### config.mk
export PLATFORM = sky130hd
export DESIGN_NAME = text_console_writer
export DESIGN_NICKNAME = d
export VERILOG_FILES = /design/src/rtl/text_console_writer.sv
export SDC_FILE = /design/constraint.sdc
export NUM_CORES = 1
export LEC_CHECK = 0
export ABC_AREA = 1
export CAP_MARGIN = 20
export CORE_ASPECT_RATIO = 1.4
export CORE_MARGIN = 2
export CORE_UTILIZATION = 45
export CTS_CLUSTER_SIZE = 40
export DETAILED_ROUTE_END_ITERATION = 10
export GPL_ROUTABILITY_DRIVEN = 1
export PLACE_DENSITY = 0.7
export SLEW_MARGIN = 25
export SYNTH_ARGS = -nofsm -noshare
export SYNTH_HDL_FRONTEND = slang
export SYNTH_SLANG_ARGS = --single-unit
### constraint.sdc
create_clock -name i_clk -period 6.1 [get_ports i_clk]
set_input_delay 0.915 -clock i_clk [delete_from_list [all_inputs] [get_ports i_clk]]
set_output_delay 0.915 -clock i_clk [all_outputs]
set_load 0.05 [all_outputs]
### src/rtl/text_console_writer.sv
// Byte-stream to character-buffer writer with a text cursor.
// Handles printable codes, CR, LF, BS and FF, wraps at COLS, recycles rows
// top-to-bottom and clears each newly entered row.
module text_console_writer #(
  parameter int unsigned COLS           = 60,
  parameter int unsigned ROWS           = 34,
  parameter logic [7:0]  CLEAR_CHAR     = 8'h20,
  parameter bit          CLEAR_ON_RESET = 1'b1
) (
  input  logic        i_clk,
  input  logic        i_rst_n,
  input  logic        i_ena,
  input  logic [7:0]  i_data,
  input  logic        i_valid,
  output logic        o_ready,
  output logic [11:0] o_address,
  output logic [7:0]  o_data,
  output logic        o_we,
  output logic [5:0]  o_cursor_col,
  output logic [5:0]  o_cursor_row,
  output logic        o_busy
);

  localparam int unsigned SCREEN_WORDS = ROWS * 64;
  localparam logic [11:0] LAST_WORD    = 12'(SCREEN_WORDS - 1);
  localparam logic [6:0]  COLS_W       = 7'(COLS);
  localparam logic [5:0]  LAST_ROW     = 6'(ROWS - 1);

  typedef enum logic [1:0] {
    IDLE       = 2'd0,
    CLR_LINE   = 2'd1,
    CLR_SCREEN = 2'd2
  } state_e;

  state_e      state_q, state_d;
  logic [11:0] cnt_q, cnt_d;
  logic [5:0]  col_q, col_d;
  logic [5:0]  row_q, row_d;
  logic        we_q, we_d;
  logic [11:0] addr_q, addr_d;
  logic [7:0]  data_q, data_d;
  logic        ready_q, ready_d;
  logic        busy_q, busy_d;

  logic        accept_c;
  logic        printable_c;
  logic [6:0]  col_inc_c;
  logic [5:0]  row_inc_c;

  assign accept_c    = i_valid & i_ena & ready_q;
  assign printable_c = (i_data >= 8'h20) && (i_data != 8'h7F);
  assign col_inc_c   = {1'b0, col_q} + 7'd1;
  assign row_inc_c   = (row_q == LAST_ROW) ? 6'd0 : row_q + 6'd1;

  // Next-state, cursor and write-port decode.
  always_comb begin
    state_d = state_q;
    cnt_d   = cnt_q;
    col_d   = col_q;
    row_d   = row_q;
    we_d    = 1'b0;
    addr_d  = addr_q;
    data_d  = data_q;
    busy_d  = 1'b0;

    case (state_q)
      IDLE: begin
        if (accept_c) begin
          if (printable_c) begin
            we_d   = 1'b1;
            addr_d = {row_q, col_q};
            data_d = i_data;
            if (col_inc_c == COLS_W) begin
              // Wrap: the character write goes out now, the row clear follows.
              col_d   = 6'd0;
              row_d   = row_inc_c;
              cnt_d   = 12'd0;
              state_d = CLR_LINE;
            end else begin
              col_d = col_inc_c[5:0];
            end
          end else begin
            case (i_data)
              8'h0D: col_d = 6'd0;
              8'h0A: begin
                // First word of the row clear is issued on the accept edge.
                col_d   = 6'd0;
                row_d   = row_inc_c;
                we_d    = 1'b1;
                addr_d  = {row_inc_c, 6'd0};
                data_d  = CLEAR_CHAR;
                busy_d  = 1'b1;
                cnt_d   = 12'd1;
                state_d = CLR_LINE;
              end
              8'h08: begin
                if (col_q != 6'd0) begin
                  col_d  = col_q - 6'd1;
                  we_d   = 1'b1;
                  addr_d = {row_q, col_q - 6'd1};
                  data_d = CLEAR_CHAR;
                end
              end
              8'h0C: begin
                col_d   = 6'd0;
                row_d   = 6'd0;
                we_d    = 1'b1;
                addr_d  = 12'd0;
                data_d  = CLEAR_CHAR;
                busy_d  = 1'b1;
                cnt_d   = 12'd1;
                state_d = CLR_SCREEN;
              end
              default: ;
            endcase
          end
        end
      end

      CLR_LINE: begin
        we_d   = 1'b1;
        addr_d = {row_q, cnt_q[5:0]};
        data_d = CLEAR_CHAR;
        busy_d = 1'b1;
        cnt_d  = cnt_q + 12'd1;
        if (cnt_q[5:0] == 6'd63) begin
          cnt_d   = 12'd0;
          state_d = IDLE;
        end
      end

      CLR_SCREEN: begin
        col_d  = 6'd0;
        row_d  = 6'd0;
        we_d   = 1'b1;
        addr_d = cnt_q;
        data_d = CLEAR_CHAR;
        busy_d = 1'b1;
        cnt_d  = cnt_q + 12'd1;
        if (cnt_q == LAST_WORD) begin
          cnt_d   = 12'd0;
          state_d = IDLE;
        end
      end

      default: state_d = IDLE;
    endcase
  end

  // Ready only after a full idle cycle, so a clear never overlaps a new byte.
  always_comb begin
    ready_d = (state_q == IDLE) && (state_d == IDLE) && i_ena;
  end

  // State and output registers; reset aborts any clear in flight.
  always_ff @(posedge i_clk or negedge i_rst_n) begin
    if (!i_rst_n) begin
      state_q <= CLEAR_ON_RESET ? CLR_SCREEN : IDLE;
      cnt_q   <= 12'd0;
      col_q   <= 6'd0;
      row_q   <= 6'd0;
      we_q    <= 1'b0;
      addr_q  <= 12'd0;
      data_q  <= 8'd0;
      ready_q <= 1'b0;
      busy_q  <= 1'b0;
    end else begin
      state_q <= state_d;
      cnt_q   <= cnt_d;
      col_q   <= col_d;
      row_q   <= row_d;
      we_q    <= we_d;
      addr_q  <= addr_d;
      data_q  <= data_d;
      ready_q <= ready_d;
      busy_q  <= busy_d;
    end
  end

  assign o_ready      = ready_q;
  assign o_address    = addr_q;
  assign o_data       = data_q;
  assign o_we         = we_q;
  assign o_cursor_col = col_q;
  assign o_cursor_row = row_q;
  assign o_busy       = busy_q;

endmodule

### Word level (Yosys, flattened, before mapping)

Cells that the tools add are included.

| word-level totals | value |
|---|---|
| register bits | 49 |
| output and inout port bits | 35 |

| cells by class | value |
|---|---|
| $add $sub $neg | 4 |
| $lt $le $gt $ge | 1 |
| equality and inequality tests | 19 |
| mux-type cells | 45 |
| bitwise gates (word level) | 2 |
| reductions and logical operators | 17 |

Operators by type and width:

| operator | number |
|---|---|
| $mux 12 | 9 |
| $pmux 12 s3 | 3 |
| $mux 6 | 8 |
| $pmux 6 s2 | 4 |
| $eq 8x4->1 const B | 4 |
| $pmux 8 s2 | 2 |
| $mux 8 | 3 |
| $reduce_and 4->1 | 5 |
| $add 12x1->12 const B | 1 |
| $eq 12x12->1 const B | 1 |
| $eq 6x6->1 const B | 2 |
| $mux 2 | 5 |
| $ge 8x6->1 const B | 1 |
| $ne 4x3->1 const B | 2 |
| $ne 8x7->1 const B | 1 |
| $add 6x1->7 const B | 1 |
| $eq 7x6->1 const B | 1 |
| $add 6x1->6 const B | 1 |
| $mux 1 | 6 |
| $ne 3x3->1 const B | 2 |
| $pmux 1 s2 | 3 |
| $pmux 2 s3 | 1 |
| $reduce_bool 6->1 | 1 |
| $sub 6x1->6 const B | 1 |
| 14 further kinds | 20 |

### Depth between registers and ports, before layout

| logic depth | value |
|---|---|
| word-level depth | 9 |
| depth in mapped cells | 14 |
| gate-level depth less buffers | 14 |

### Worst setup path before layout

Ideal clock, no wire load.

| path | value |
|---|---|
| kind | input-to-reg |
| start | input port i_data[7] |
| end | register addr_q[11] (netlist: o_address[11]) |
| data arrival time | 1976 ps |
| required time | 5978 ps |
| setup slack | 4002 ps |
| cell stages on the path | 11 |
| path buffers | 1 |
| path through | inv_1 nand2_2 nor2_4 nand2_2 nor3_2 nor2_1 nand2_1 inv_2 buf_6 o211ai_2 nand2_1 |

| on the way | value |
|---|---|
| longest elaborated chain between the ends | 5 |

RTL lines:

| element | line | text |
|---|---|---|
| start: declaration | 13 | `input logic [7:0] i_data,` |
| $ge 8x6->1, or another cell as far along | 51 | `assign printable_c = (i_data >= 8'h20) && (i_data != 8'h7F);` |
| $logic_and 1x1->1 / $pmux 12 s3 (equally long branches) | 51, 83 |  |
| $mux 12 | 69 | `if (printable_c) begin` |
| $mux 12 | 68 | `if (accept_c) begin` |
| $pmux 12 s3 | 66 | `case (state_q)` |
| end signal: assignment | 173 | `addr_q <= addr_d;` |
| end: declaration | 40 | `logic [11:0] addr_q, addr_d;` |

Parallel ways exist; a longest one is shown, timed or not. The select of a mux whose other input is x is not followed.
A chain may end at the register's enable or synchronous reset.

### Final worst setup path

| path | value |
|---|---|
| start | register state_q[1] |
| end | register addr_q[2] (netlist: o_address[2]) |

| on the way | value |
|---|---|
| longest elaborated chain between the ends | 3 |

RTL lines:

| element | line | text |
|---|---|---|
| start: declaration | 35 | `state_e state_q, state_d;` |
| start signal: assignment | 158 | `state_q <= CLEAR_ON_RESET ? CLR_SCREEN : IDLE;` |
| start signal: assignment | 168 | `state_q <= state_d;` |
| $logic_not 2->1, or another cell as far along | 66 |  |
| $ne 5x2->1 (no line), or another cell as far along | -- |  |
| $reduce_and 4->1 (no line) | -- |  |

Parallel ways exist; a longest one is shown, timed or not.

==> out/qor.csv <==
stage,metric,value,unit
cells_and_area,multi-input logic area,0.001851,mm²
timing,clock period minus worst slack,2.716,ns
critical_path,WS Path Type,reg -> reg,
yosys,post-synthesis mux area share,0,%
clock_network,Worst-path clk slew,0.09,ns
die,Initial Utilization,46.36,%
critical_path,Worst R2R Path Depth,6,
pwr,Leakage,1.816,nW
clock_network,clk_lat worst skew,0.32,ns
place,Placed Area,0.003875,mm²
cells_and_area,Antenna Diode Count,0,
routing,DR iter-0 viols,298,
pwr,switching pwr,0.0003621,W
global_routing,grt ovf,0,
timing,hold_ws,0.4851,ns
die,die height,106.7,µm
clock_network,Resized Gates After CTS,0,
cells_and_area,Reg area,0.001227,mm²
critical_path,CP arrival,2.96,ns
routing,vias per inst,5.278,
yosys,Cell variety after synth,43,
cells_and_area,Area growth syn-to-layout,17.68,%
global_routing,antenna violations before repair,0,
die,io pins,47,
clock_network,CTS tree,yes,
critical_path,CP Max Fanout,18,
critical_path,worst r2r dst,o_address[2]$_DFFE_PN0P_,
cells_and_area,nets@finish,512,
critical_path,Worst R2R Start,state_q[1]$_DFF_PN1_,
global_routing,number of global-route vias before repair,3081,
routing,Final ANT Viol Nets,0,
place,port bufs,46,
min_path,Cells on Worst Hold Path,2,
place,post-DP HPWL,6541,µm
yosys,Compound-Gate Fraction of Synth Area,16.35,%
pwr,Internal Power,0.0006050,W
clock_network,Inserted Clock Buffers,5,
timing,fin. max-slew vios,0,
yosys,Cells after Synth,449,
pwr,Max VDD drop,182.2,µV
timing,achievable frequency,368.2,MHz
global_routing,Total Routing Usage GR,21.90,%
run_status,status,"finished, final reports clean",
routing,Avg WL per Cell,14.49,µm
yosys,synthesis warning total,0,
pwr,Pwr Density,242.4,mW/mm²
die,Die W,77.37,µm
pwr,Sw Ratio,37.44,%
yosys,"EDFF count, synth",0,
clock_network,clock buffer depth,2,
cells_and_area,Layout fillers,724,
routing,residual DRC count,0,
critical_path,Worst Path Required,6.34,ns
timing,skew final,0.01270,ns
min_path,hold path start,o_address[10]$_DFFE_PN0P_,
yosys,largest family of logic cells by synthesized area,simple AND/OR/NAND/NOR gates,
global_routing,first-pass GRT wire length,14460,µm
yosys,Mapped Area,0.003391,mm²
pwr,clock share of power,24.8,%
place,RePlAce Congestion,0.8952,
timing,Fin. Hold Viols,0,
routing,Vias,3098,
yosys,Post-Syn Nets,472,
cells_and_area,Final Cell Area,0.003990,mm²
clock_network,total clock sinks,49,
die,Die Area,0.008256,mm²
timing,setup TNS,0,ns
yosys,"Top FF cell, synth",dfrtp_1,
min_path,Hold/Removal Path Class,reg -> reg,
min_path,WHS Endpoint,o_address[10]$_DFFE_PN0P_,
critical_path,Setup crit end kind,register,
pwr,Flop pwr share,42.7,%
die,Core Area,0.007315,mm²
timing,slew margin rel.,55.51,%
global_routing,GR Util met3,3.872,%
yosys,"Seq/Total Area, Yosys",36.20,%
critical_path,crit-path cells,inv_1 > ha_1 > inv_1 > a21oi_1 > a22oi_1 > o21ai_0,
yosys,Synth Area per Inst,7.552,µm²
yosys,"Async S/R FF share, synth",100.0,%
timing,Finish-stage setup viols,0,
run,Max Cap Violations,0,
global_routing,gr busiest metal,met2,
clock_network,root buf cell,clkbuf_8,
timing,RSZ-0062 raised after global routing,no,
routing,detailed-routing iteration count for the pre-antenna-repair pass,4,
pwr,Logic pwr share,32.5,%
timing,period utilization,44.53,%
clock_network,setup bufs post-CTS,0,
critical_path,crit-path max cell delay,0.71,ns
yosys,Synth Area in XOR/XNOR,3.100,%
critical_path,CP most frequent cell,inv_1,
yosys,Post-Synth Adder-Cell Area,4.059,%
critical_path,slowest CP cell,ha_1,
critical_path,Reg2Reg Setup Slack,3.38,ns
global_routing,met1 Use GR,26.48,%
global_routing,met2 usage,38.14,%
clock_network,hold_buf cts,0,
yosys,synthesized flop and latch total,49,
cells_and_area,fraction of layout cells with a size suffix above 1,11.84,%
yosys,post-synthesis simple-gate area fraction,31.07,%
routing,final wirelength,8504,µm
global_routing,largest net degree at the start of global routing,50,
die,std cell rows,37,
critical_path,CP Launch Type,register,
clock_network,htree depth,2,
timing,worst-margin pin slew,0.6674,ns
-- Yosys cell counts (3+ instances only) --
cell / instances / area (µm²)
a21oi_1: 23 / 115.1
a31oi_1: 3 / 18.77
buf_2: 4 / 20.02
buf_4: 3 / 22.52
clkbuf_1: 3 / 11.26
dfrtp_1: 48 / 1201
ha_1: 11 / 137.6
inv_1: 46 / 172.7
inv_2: 4 / 15.01
nand2_1: 116 / 435.4
nand2_2: 9 / 56.30
nand2_4: 4 / 45.04
nand3_1: 29 / 145.1
nand3_2: 7 / 70.07
nor2_1: 28 / 105.1
nor2_2: 4 / 25.02
nor3_1: 11 / 55.05
o211ai_2: 4 / 50.05
o21ai_0: 25 / 125.1
o21ai_1: 13 / 65.06
o21ai_2: 4 / 35.03
o22a_1: 3 / 26.28
o22ai_1: 4 / 25.02
o31ai_1: 7 / 52.55
xor2_1: 10 / 87.58
-- layer usage --
layer | part of all wire (%) | up-vias | wire length, µm
li1 | - | 1551 | -
met1 | 42 | 1436 | 3611
met2 | 50 | 94 | 4268
met3 | 4.9 | 17 | 414
met4 | 2.5 | 0 | 210
met5 | 0 | - | 0
-- kinds of logic after synthesis --
kind of cell / Yosys count
compound gates: 91
xor+xnor: 12
fa+ha+maj: 11
buf+inv: 68
flops: 49
simple gates: 218
-- worst max-delay path, delay by kind of cell (launching register included) --
family                     cells  cell delay, ns
adders and majority gates      1            0.71
AOI/OAI and AO/OA              3            0.80
buffers and inverters          2            0.52
DFF                            1            0.60
-- cell type report --
class / count / area share (%)
inverters: 54 / 5.331
flip-flops and latches: 49 / 30.76
clock inverters: 3 / 1.160
multi-input cells: 332 / 46.38
well taps: 97 / 3.042
repair buffers: 47 / 11.60
clock buffers: 5 / 1.725
-- how the worst max path moves through the flow --
stage / endpoint / cells past startpoint / slack [ns] / from
6_report: o_address[2]$_DFFE_PN0P_ / 6 / 3.38 / state_q[1]$_DFF_PN1_
5_1_grt: o_address[2]$_DFFE_PN0P_ / 6 / 3.10 / state_q[1]$_DFF_PN1_
4_1_cts: o_address[2]$_DFFE_PN0P_ / 6 / 3.38 / state_q[1]$_DFF_PN1_
3_5_place_dp: o_address[0]$_DFFE_PN0P_ / 12 / 3.07 / i_data[3]
3_3_place_gp: o_address[3]$_DFFE_PN0P_ / 12 / 3.13 / i_data[3]
2_1_floorplan: o_address[11]$_DFFE_PN0P_ / 11 / 4.00 / i_data[7]
-- power by group through the flow --
stage	logic [W]	clock network, W	registers [W]
final	0.000314	0.000240	0.000413
after global routing	0.000344	0.000259	0.000420
after CTS	0.000316	0.000248	0.000412
after detailed placement	0.000315	0	0.000418
after global placement	0.000310	0	0.000416
after floorplan	0.000141	0	0.000490
-- per-stage QoR --
step                      cells  total power, W  setup slack (ns)  util (%)
after floorplan             449       0.0006307             4.002         -
after global placement      579       0.0007265             3.126     52.98
after detailed placement    579       0.0007330             3.074     52.98
after CTS                   587       0.0009754             3.381     54.55
after global routing        587        0.001023             3.101     54.55
final                       587       0.0009671             3.384     54.55
-- cells in the final DEF, fill, tap and decap left out, types with 5 or more instances in the layout --
cell type        Yosys  layout
nor3_1              11      11
a21oi_1             23      23
nand2_2              9       9
clkdlybuf4s50_1      0      45
dfrtp_1             48      48
o21ai_1             13      13
xor2_1              10      10
nand3_2              7       7
o21ai_0             25      25
nand2_1            116     116
inv_1               46      46
nor2_1              28      28
clkbuf_8             0       5
o31ai_1              7       7
ha_1                11      11
nand3_1             29      29
-- sequential cells by signal (all words and copies together), names as in the netlist --
name          count
o_busy            1
o_ready           1
state_q           2
o_address        12
o_data            8
o_cursor_row      6
cnt_q            12
o_cursor_col      6
o_we              1
(Power assumes the default switching activity.)
